[src/rtl/alu_pkg.sv]
// Shared ALU definitions: opcode encoding, execution-unit states and default widths.
package alu_pkg;

   localparam int unsigned ALU_WIDTH = 8;
   localparam int unsigned ALU_SEL_W = 4;

   typedef enum logic [3:0] {
      OP_ADD  = 4'h0,
      OP_SUB  = 4'h1,
      OP_MUL  = 4'h2,
      OP_DIV  = 4'h3,
      OP_SHL  = 4'h4,
      OP_SHR  = 4'h5,
      OP_ROL  = 4'h6,
      OP_ROR  = 4'h7,
      OP_AND  = 4'h8,
      OP_OR   = 4'h9,
      OP_XOR  = 4'hA,
      OP_NOR  = 4'hB,
      OP_NAND = 4'hC,
      OP_XNOR = 4'hD,
      OP_GT   = 4'hE,
      OP_EQ   = 4'hF
   } alu_op_e;

   typedef enum logic [1:0] {
      IDLE,
      DIV,
      HOLD
   } alu_state_e;

endpackage

[src/rtl/alu_div_seq.sv]
// Iterative restoring divider: loads on start, then retires one quotient bit per
// cycle for WIDTH cycles and pulses done with quotient/remainder valid.
module alu_div_seq
   import alu_pkg::*;
#(
   parameter int unsigned WIDTH = ALU_WIDTH
) (
   input  logic             clk,
   input  logic             reset,
   input  logic             start,
   input  logic [WIDTH-1:0] dividend,
   input  logic [WIDTH-1:0] divisor,
   output logic             busy,
   output logic             done,
   output logic [WIDTH-1:0] quotient,
   output logic [WIDTH-1:0] remainder
);

   localparam int unsigned CW = $clog2(WIDTH + 1);

   logic [WIDTH-1:0] divisor_q;
   logic [CW-1:0]    cnt;
   logic [WIDTH:0]   trial;
   logic [WIDTH:0]   diff;

   // quotient doubles as the dividend shift register; its MSB feeds the partial remainder
   assign trial = {remainder, quotient[WIDTH-1]};
   assign diff  = trial - {1'b0, divisor_q};

   always_ff @(posedge clk) begin
      if (reset) begin
         busy      <= 1'b0;
         done      <= 1'b0;
         quotient  <= '0;
         remainder <= '0;
         divisor_q <= '0;
         cnt       <= '0;
      end else begin
         done <= 1'b0;
         if (start) begin
            busy      <= 1'b1;
            quotient  <= dividend;
            remainder <= '0;
            divisor_q <= divisor;
            cnt       <= '0;
         end else if (busy) begin
            if (!diff[WIDTH]) begin
               remainder <= diff[WIDTH-1:0];
               quotient  <= {quotient[WIDTH-2:0], 1'b1};
            end else begin
               remainder <= trial[WIDTH-1:0];
               quotient  <= {quotient[WIDTH-2:0], 1'b0};
            end
            cnt <= cnt + CW'(1);
            if (cnt == CW'(WIDTH - 1)) begin
               busy <= 1'b0;
               done <= 1'b1;
            end
         end
      end
   end

endmodule

[src/rtl/alu_exec_unit.sv]
// Handshaked ALU execution unit: one request in flight, single-cycle ops except
// divide, which runs on the iterative divider before the result is held for hand-off.
module alu_exec_unit
   import alu_pkg::*;
#(
   parameter int unsigned WIDTH = ALU_WIDTH,
   parameter int unsigned SEL_W = ALU_SEL_W,
   parameter int unsigned CNT_W = 16
) (
   input  logic             clk,
   input  logic             reset,
   input  logic             in_valid,
   output logic             in_ready,
   input  logic [WIDTH-1:0] A,
   input  logic [WIDTH-1:0] B,
   input  logic [SEL_W-1:0] ALU_sel,
   output logic             out_valid,
   input  logic             out_ready,
   output logic [WIDTH-1:0] ALU_out,
   output logic             Carry_out,
   output logic             div_by_zero,
   output logic [CNT_W-1:0] op_count
);

   alu_state_e state_q, state_d;
   alu_op_e    op;

   logic             accept;
   logic             div_start;
   logic             div_busy;
   logic             div_done;
   logic [WIDTH-1:0] div_quo;
   logic [WIDTH-1:0] div_rem;

   logic [WIDTH:0]     sum;
   logic [WIDTH:0]     dif;
   logic [2*WIDTH-1:0] prod;
   logic [WIDTH-1:0]   res_d;
   logic               carry_d;
   logic               dbz_d;

   assign op        = alu_op_e'(ALU_sel);
   assign in_ready  = (state_q == IDLE);
   assign out_valid = (state_q == HOLD);
   assign accept    = in_ready && in_valid;
   assign div_start = accept && (op == OP_DIV) && (B != '0);

   alu_div_seq #(.WIDTH(WIDTH)) u_div (
      .clk       (clk),
      .reset     (reset),
      .start     (div_start),
      .dividend  (A),
      .divisor   (B),
      .busy      (div_busy),
      .done      (div_done),
      .quotient  (div_quo),
      .remainder (div_rem)
   );

   always_ff @(posedge clk) begin
      if (reset) state_q <= IDLE;
      else       state_q <= state_d;
   end

   always_comb begin
      state_d = state_q;
      case (state_q)
         IDLE: if (in_valid) state_d = div_start ? DIV : HOLD;
         DIV: begin
            if (div_done)       state_d = HOLD;
            else if (!div_busy) state_d = IDLE;
         end
         HOLD: if (out_ready) state_d = IDLE;
         default: state_d = IDLE;
      endcase
   end

   assign sum  = {1'b0, A} + {1'b0, B};
   assign dif  = {1'b0, A} - {1'b0, B};
   assign prod = A * B;

   always_comb begin
      res_d   = '0;
      carry_d = 1'b0;
      dbz_d   = 1'b0;
      case (op)
         OP_ADD:  begin res_d = sum[WIDTH-1:0]; carry_d = sum[WIDTH]; end
         OP_SUB:  begin res_d = dif[WIDTH-1:0]; carry_d = dif[WIDTH]; end
         OP_MUL:  begin res_d = prod[WIDTH-1:0]; carry_d = |prod[2*WIDTH-1:WIDTH]; end
         OP_DIV:  begin res_d = '1; dbz_d = 1'b1; end
         OP_SHL:  res_d = {A[WIDTH-2:0], 1'b0};
         OP_SHR:  res_d = {1'b0, A[WIDTH-1:1]};
         OP_ROL:  res_d = {A[WIDTH-2:0], A[WIDTH-1]};
         OP_ROR:  res_d = {A[0], A[WIDTH-1:1]};
         OP_AND:  res_d = A & B;
         OP_OR:   res_d = A | B;
         OP_XOR:  res_d = A ^ B;
         OP_NOR:  res_d = ~(A | B);
         OP_NAND: res_d = ~(A & B);
         OP_XNOR: res_d = ~(A ^ B);
         OP_GT:   res_d = {{(WIDTH-1){1'b0}}, (A > B)};
         OP_EQ:   res_d = {{(WIDTH-1){1'b0}}, (A == B)};
         default: res_d = '0;
      endcase
   end

   // OP_DIV only reaches the direct load path when B==0; otherwise the divider supplies it
   always_ff @(posedge clk) begin
      if (reset) begin
         ALU_out     <= '0;
         Carry_out   <= 1'b0;
         div_by_zero <= 1'b0;
         op_count    <= '0;
      end else begin
         if (accept && !div_start) begin
            ALU_out     <= res_d;
            Carry_out   <= carry_d;
            div_by_zero <= dbz_d;
         end else if (state_q == DIV && div_done) begin
            ALU_out     <= div_quo;
            Carry_out   <= |div_rem;
            div_by_zero <= 1'b0;
         end
         if (out_valid && out_ready) op_count <= op_count + CNT_W'(1);
      end
   end

endmodule

[config.mk]
export PLATFORM = sky130hd
export DESIGN_NAME = alu_exec_unit
export DESIGN_NICKNAME = d
export VERILOG_FILES = /design/src/rtl/alu_pkg.sv /design/src/rtl/alu_div_seq.sv /design/src/rtl/alu_exec_unit.sv
export SDC_FILE = /design/constraint.sdc
export NUM_CORES = 1
export LEC_CHECK = 0
export CORE_UTILIZATION = 40
export CTS_BUF_LIST = sky130_fd_sc_hd__clkbuf_4
export CTS_CLUSTER_DIAMETER = 80
export CTS_CLUSTER_SIZE = 16
export DETAILED_ROUTE_END_ITERATION = 10
export GPL_TIMING_DRIVEN = 0
export PLACE_DENSITY = 0.68
export SETUP_SLACK_MARGIN = 0.15
export SLEW_MARGIN = 20
export SYNTH_ARGS = -nofsm -noshare
export SYNTH_HDL_FRONTEND = slang
export SYNTH_SLANG_ARGS = --single-unit
[constraint.sdc]
create_clock -name clk -period 14.5 [get_ports clk]
set_input_delay 2.175 -clock clk [delete_from_list [all_inputs] [get_ports clk]]
set_output_delay 2.175 -clock clk [all_outputs]
set_load 0.05 [all_outputs]
==> flow_summary.ini <==
[run_status]
status = completed

[grt]
grt_pass1_vias = 6082
grt_max_degree = 11
grt_pass1_wl_um = 31460
grt_use_met2 = 0.3953
gr-total-overflow = 0
use_met3 = 0.03868
grt_usage = 0.2398
grtUsageMet1 = 0.3154
grt.busiest_layer = met2
antenna_found_initial = 0

[power_and_ir_drop]
power_leakage_uw = 0.003211
p_int_uw = 346.3
p_clk_frac = 0.141
p_seq_frac = 0.263
power_frac_comb = 0.596
p_sw_uw = 289.1
power_density_mw_per_mm2 = 84.73
netSwitchingFraction = 0.4550
vdd_drop_max_mv = 0.06472

[hold_path]
hp-class = register to register

[placement]
placed_area_mm2 = 0.007407
gp_congestion = 0.9807
dp_hpwl_um = 15360
port_buffers = 51

[critical_path]
critPathCaptureType = register
cpPeakStageDelay_ns = 0.69
required_ns = 14.78
crit_arrival_ns = 7.63
crit_slowest_cell = clkdlybuf4s50_1
crit_path_cell_trace = clkdlybuf4s50_1 > inv_1 > nor2_1 > fa_1 > inv_1 > fa_1 > inv_1 > fa_1 > inv_1 > fa_1 > inv_1 > ha_1 > o21ai_0 > o21ai_2 > a21oi_1 > o311ai_0 > nand3_1 > o41ai_2 > a2111oi_2
cp-start-kind = primary input
path_class = primary input to register
crit_top_cell = inv_1
path_max_fanout = 8

[sta]
finClkSkew_ns = 0.005752
rsz0062_at_grt = false
fmax_mhz = 136.0
post-route-period-util = 0.5073
final-setup-viol-count = 0
relSlewSlack = 0.4662
period_minus_slack_ns = 7.356
tightest_slew_ns = 0.7987
tns_ns = 0
slew_violations = 0
hold_viol_final = 0

[floorplan]
coreArea_mm2 = 0.01600
placementRows = 46
die_area_mm2 = 0.01709
die_w_um = 130.7
start_util = 0.4141
io-pin-count = 52
die_y_um = 130.7

[clocking]
ctsResizeCount = 0
ctsHoldBuffers = 0
clkTransAtPathRegs_ns = 0.09
htree_levels = 3
cts_made_buffers = 9
clk_path_buf_depth = 2
clock_latency_ns = 0.41
tritoncts = done
cts_setup_buffers = 0
clock-sinks = 58
root_buffer = clkbuf_4

[drt]
vias_per_cell = 5.637
wl_per_cell_um = 17.68
ant_nets = 0
drc = 0
routed_wl_um = 19800
dr.pass1.iters = 5
num_vias = 6313
drt-initial-drc-count = 500

[cells_and_area]
fill_cells = 1653
area_growth_pct = 13.16
drive_gt1_frac = 0.06195
layout_commonest_cell = nor2_1
diodes = 0
nNetsFinal = 1034
final_cell_mix = 102 x nor2_1, 99 x inv_1, 70 x ha_1
final_design_area_no_fill_mm2 = 0.007498

[synth]
yosysWarnings = 0
synth_edf_count = 0
ys.flop_type = dfxtp_1
ys_async_sr_fraction = 0
synth_cell_type_count = 78
ys_seq_elements = 58
synth_nets = 972
syn_area_mm2 = 0.006626
synth_seq_area_share = 0.1752
synthCells = 839
avgSynthCellArea_um2 = 7.898

[run]
drv_cap = 0
## through the flow
stage / total power (µW) / hold WS, ns / worst slack, ns / cells / util
CTS: 635.4 / 0.4644 / 7.204 / 1120 / 0.4686
finish: 635.3 / 0.4646 / 7.144 / 1120 / 0.4686
floorplan: 451.4 / 0.4288 / 8.101 / 839 / -
detailed placement: 543.4 / 0.4523 / 6.777 / 1106 / 0.4629
global route: 689.3 / 0.4837 / 7.001 / 1120 / 0.4686
global placement: 538.0 / 0.4427 / 6.804 / 1106 / 0.4629
## power by group through the flow
stage | logic [µW] | registers (µW) | clock network (µW)
2_1_floorplan | 273 | 179 | 0
3_3_place_gp | 368 | 170 | 0
3_5_place_dp | 373 | 170 | 0
4_1_cts | 376 | 167 | 92.5
5_1_grt | 423 | 167 | 99.2
6_report | 379 | 167 | 89.6
## registers in the layout (all words and copies together), names as in the netlist
register / flops
div_by_zero: 1
u_div.done: 1
u_div.remainder: 8
u_div.busy: 1
ALU_out: 8
op_count: 16
Carry_out: 1
state_q: 2
u_div.divisor_q: 8
u_div.cnt: 4
u_div.quotient: 8
## critical path, delay by kind of cell
| family | cells | cell delay (ns) |
|---|---|---|
| compound gates | 6 | 1.48 |
| fa+ha+maj | 5 | 2.40 |
| buf+inv | 6 | 1.30 |
| simple gates | 2 | 0.26 |
## Yosys cell counts, drive strengths merged (3+ instances only)
cell type / count / area [µm²]
ha: 70 / 875.8
a2111oi: 3 / 32.53
xnor2: 14 / 122.6
o21bai: 5 / 37.54
nor3: 15 / 75.07
nand2: 69 / 259.0
a21oi: 61 / 309.1
xor2: 19 / 173.9
a221oi: 8 / 76.32
and3: 6 / 37.54
fa: 39 / 780.8
a22oi: 4 / 30.03
mux2i: 22 / 220.2
a211oi: 26 / 200.2
nor4: 3 / 18.77
nand2b: 9 / 56.30
clkbuf: 16 / 60.06
nand3: 11 / 55.05
nand3b: 5 / 37.54
nand4: 6 / 43.79
nor2b: 12 / 75.07
or3: 10 / 62.56
o211ai: 5 / 42.54
nor2: 104 / 395.4
o22ai: 8 / 50.05
inv: 99 / 371.6
o2111ai: 4 / 35.03
o21ai: 42 / 225.2
or4: 3 / 30.03
dfxtp: 58 / 1161
a31oi: 8 / 50.05
mux2: 7 / 78.83
buf: 19 / 98.85
nor4b: 5 / 50.04
a21o: 8 / 60.06
## metal layers
metal | part of all wire | vias up
met2 | 0.45 | 249
met4 | 0.026 | 0
met5 | 0 | -
li1 | - | 3035
met3 | 0.072 | 39
met1 | 0.45 | 2990
## final timing paths
kind                      start                 end  slack, ns  cells past startpoint
min reg2reg  u_div.divisor_q[2]  u_div.divisor_q[2]       0.46                      2
max reg2reg   u_div.quotient[7]  u_div.remainder[1]      11.74                     10
min          u_div.divisor_q[2]  u_div.divisor_q[2]       0.46                      2
max                        A[3]           Carry_out       7.14                     19
## area by class of cell
type | instances | area (µm²) | share of cell area
flip-flops and latches | 58 | 1161 | 0.1548
multi-input cells | 647 | 4935 | 0.6581
well taps | 216 | 270.3 | 0.03604
clock buffers | 9 | 67.56 | 0.009011
inverters | 99 | 371.6 | 0.04956
repair buffers | 51 | 510.5 | 0.06808
clock inverters | 5 | 23.77 | 0.003170
plain buffers | 35 | 158.9 | 0.02119
## kinds of logic after synthesis
group,after synthesis,share of synthesized area
AND/OR/NAND/NOR,270,0.1952
buffers and inverters,134,0.08006
flip-flops,58,0.1752
AO/OA/AOI/OAI,206,0.2096
adder cells (fa/ha/maj),109,0.2500
multiplexers,29,0.04513
XOR/XNOR,33,0.04475
No activity file was read; power rests on OpenSTA's default activity.
==> variant, RTL diff (same flow settings) <==
Put one more register stage on the output `op_count`, with the module's reset. The value now appears one clock later. The other outputs are not delayed to match.
--- a/src/rtl/alu_exec_unit.sv
+++ b/src/rtl/alu_exec_unit.sv
@@ -21,6 +21,8 @@
    output logic             div_by_zero,
    output logic [CNT_W-1:0] op_count
 );
+
+   logic [CNT_W-1:0] op_count_s0;
 
    alu_state_e state_q, state_d;
    alu_op_e    op;
@@ -110,7 +112,7 @@
          ALU_out     <= '0;
          Carry_out   <= 1'b0;
          div_by_zero <= 1'b0;
-         op_count    <= '0;
+         op_count_s0 <= '0;
       end else begin
          if (accept && !div_start) begin
             ALU_out     <= res_d;
@@ -121,7 +123,15 @@
             Carry_out   <= |div_rem;
             div_by_zero <= 1'b0;
          end
-         if (out_valid && out_ready) op_count <= op_count + CNT_W'(1);
+         if (out_valid && out_ready) op_count_s0 <= op_count_s0 + CNT_W'(1);
+      end
+   end
+
+   always_ff @(posedge clk) begin
+      if (reset) begin
+         op_count <= '0;
+      end else begin
+         op_count <= op_count_s0;
       end
    end
 
Function: changed (a bounded check fails within 4 cycles, from zero or initial values and one cycle with reset high).
==> variant against the original RTL <==
- global-route usage decreased by 2.2 points
- clock skew grew 0.0056 ns
- synthesized area increased by 6.3%
- total power grew 8.2%
- combinational power down 9.5%
- setup slack gained 0.30 ns
- sequential cell count grew 16
- routed wire length decreased by 3.8%
- critical path depth stayed put
- largest cell class unchanged
- cell area up 6.2%
==> variant: results (changes against the original RTL) <==
stage,metric,value,unit,change
clock_network,clk_lat worst skew,0.44,ns,+0.03 ns
yosys,sequential cell area fraction in the yosys report,21.0,%,+3.5 points
timing,Layout Skew,0.0114,ns,+0.00560 ns
finish,layout cell share with drive strength beyond 1,6.18,%,-0.018 points
grt,antenna violations before repair,0,,unchanged
pwr,Static Leakage,3.40,nW,+5.8%
grt,total gr overflow,0,,unchanged
grt,vias in the first global route,6179,,+1.6%
critical_path,"Slowest-stage cell, CP",clkdlybuf4s50_1,,
placement,Place WS,7.00,ns,+0.218 ns
yosys,top post-synthesis cells by area,"dfxtp_1 21%, ha_1 12%, fa_1 11%",,
grt,routing usage on met2,34.8,%,-4.8 points
grt,met3 usage,3.57,%,-0.30 points
grt,Total GRT Usage,21.8,%,-2.2 points
critical_path,max incr delay on CP,0.67,ns,-0.02 ns
clock_network,"Clk pin slew, worst setup/hold paths",0.13,ns,+0.04 ns
placement,DP HPWL,15.0,mm,-2.2%
clock_network,H-tree depth,3,,unchanged
grt,met1 Track Usage GR,29.3,%,-2.2 points
run_status,status,completed,,
finish,Regs by FF count,"op_count x16, op_count_s0 x16",,
detailed_routing,First-pass DRT Iterations,7,,+2
critical_path,"delay-heaviest family, CP",adder cells,,
detailed_routing,vias,6391,,+1.2%
grt,pin count of the biggest net entering global routing,15,,+4
clock_network,TritonCTS Buffers,9,,unchanged
grt,first-pass GRT wire length,31.4,mm,-0.33%
placement,Buffers on Ports,49,,-3.9%
clock_network,Clock Path Buffers,2,,unchanged
clock_network,post-CTS sizing,0,,unchanged
yosys,Synth Flop Type,dfxtp_1,,
hold_path,type of the worst min-delay path,register to register,,
finish,"Cell Count, Final, Fillers Out",1164,,+3.9%
yosys,Syn Nets,1007,,+3.6%
detailed_routing,initial DRC count,645,,+29%
pwr,worst vdd ir,0.0403,mV,-38%
placement,placed instance count,1148,,+3.8%
clock_network,CTS Root Cell,clkbuf_4,,
timing,relative slew slack,34.8,%,-12 points
clock_network,"Setup Fix Bufs, Post-CTS",0,,unchanged
critical_path,Worst Path Max Fanout,8,,unchanged
yosys,Ys Warns,0,,unchanged
critical_path,Worst EP arrival,7.39,ns,-0.24 ns
finish,diodes inserted,0,,unchanged
yosys,Commonest cells post-synth,"108 x nor2_1, 91 x inv_1, 82 x nand2_1, 74 x dfxtp_1, 70 x ha_1",,
yosys,Netlist cell types,74,,-5.1%
detailed_routing,WL final,19.0,mm,-3.8%
placement,RD Place Congestion,0.977,,-0.35%
yosys,async set or reset register ratio after synthesis,0,%,unchanged
yosys,Syn Inst Count,874,,+4.2%
-- variant: cell count changes after synthesis, moves of 7 or more --
cell / unedited run / this run
inv_1: 99 / 91
mux2_2: 7 / 0
dfxtp_1: 58 / 74
a211oi_1: 25 / 17
nand2_1: 69 / 82
nor2b_1: 12 / 28
a21oi_1: 60 / 45
xnor2_1: 14 / 21
-- variant: where the power goes --
part           internal [mW]  switching (mW)
sequential             0.208         0.00385
clock                 0.0531          0.0798
combinational          0.140           0.204
-- variant: kinds of logic (layout without fill, tap and decap cells) --
| kind of cell | count (synthesis) | after routing | share of synthesized area [%] |
|---|---|---|---|
| XOR/XNOR | 40 | 40 | 5.24 |
| multiplexers | 23 | 23 | 3.34 |
| flip-flops | 74 | 74 | 21.0 |
| adder cells (fa/ha/maj) | 109 | 109 | 23.5 |
| AND/OR/NAND/NOR | 310 | 310 | 21.5 |
| AO/OA/AOI/OAI | 186 | 186 | 17.5 |
| buffers and inverters | 132 | 197 | 7.90 |
-- variant: area by class of cell --
type                    count  area, um2
well taps                 225        282
clock buffers               9       67.6
inverters                  95        357
flip-flops and latches     74       1480
multi-input cells         668       5010
clock inverters             7       77.6
fillers                  1676       9270
repair buffers             49        490
plain buffers              37        200
-- variant: path summary, 6_finish.rpt --
| check | from | endpoint | slack (ns) | cells after the start |
|---|---|---|---|---|
| max | A[3] | Carry_out$_SDFFE_PP0P_ | 7.44 | 19 |
| max reg2reg | u_div.quotient[7]$_SDFFE_PP0P_ | u_div.remainder[1]$_SDFFE_PP0P_ | 11.84 | 10 |
| min | u_div.divisor_q[7]$_SDFFE_PP0P_ | u_div.divisor_q[7]$_SDFFE_PP0P_ | 0.47 | 2 |
| min reg2reg | u_div.divisor_q[7]$_SDFFE_PP0P_ | u_div.divisor_q[7]$_SDFFE_PP0P_ | 0.47 | 2 |
-- variant: through the flow --
stage | cell area (um2) | utilization (%)
after detailed placement | 7820 | 45.4
after floorplan | 7050 | -
after global routing | 7960 | 46.2
final | 7960 | 46.2
after CTS | 7960 | 46.2
after global placement | 7820 | 45.4
-- variant: metal layers --
metal | part of all wire (%) | vias to the layer above
li1 | - | 3110
met1 | 44 | 2982
met2 | 45 | 247
met3 | 7.3 | 52
met4 | 3.3 | 0
met5 | 0 | -
-- variant: worst min-delay path: stages (launching register included) --
cell and delay (ns):
dfxtp_1 0.33, nand2_1 0.05, a21oi_1 0.05
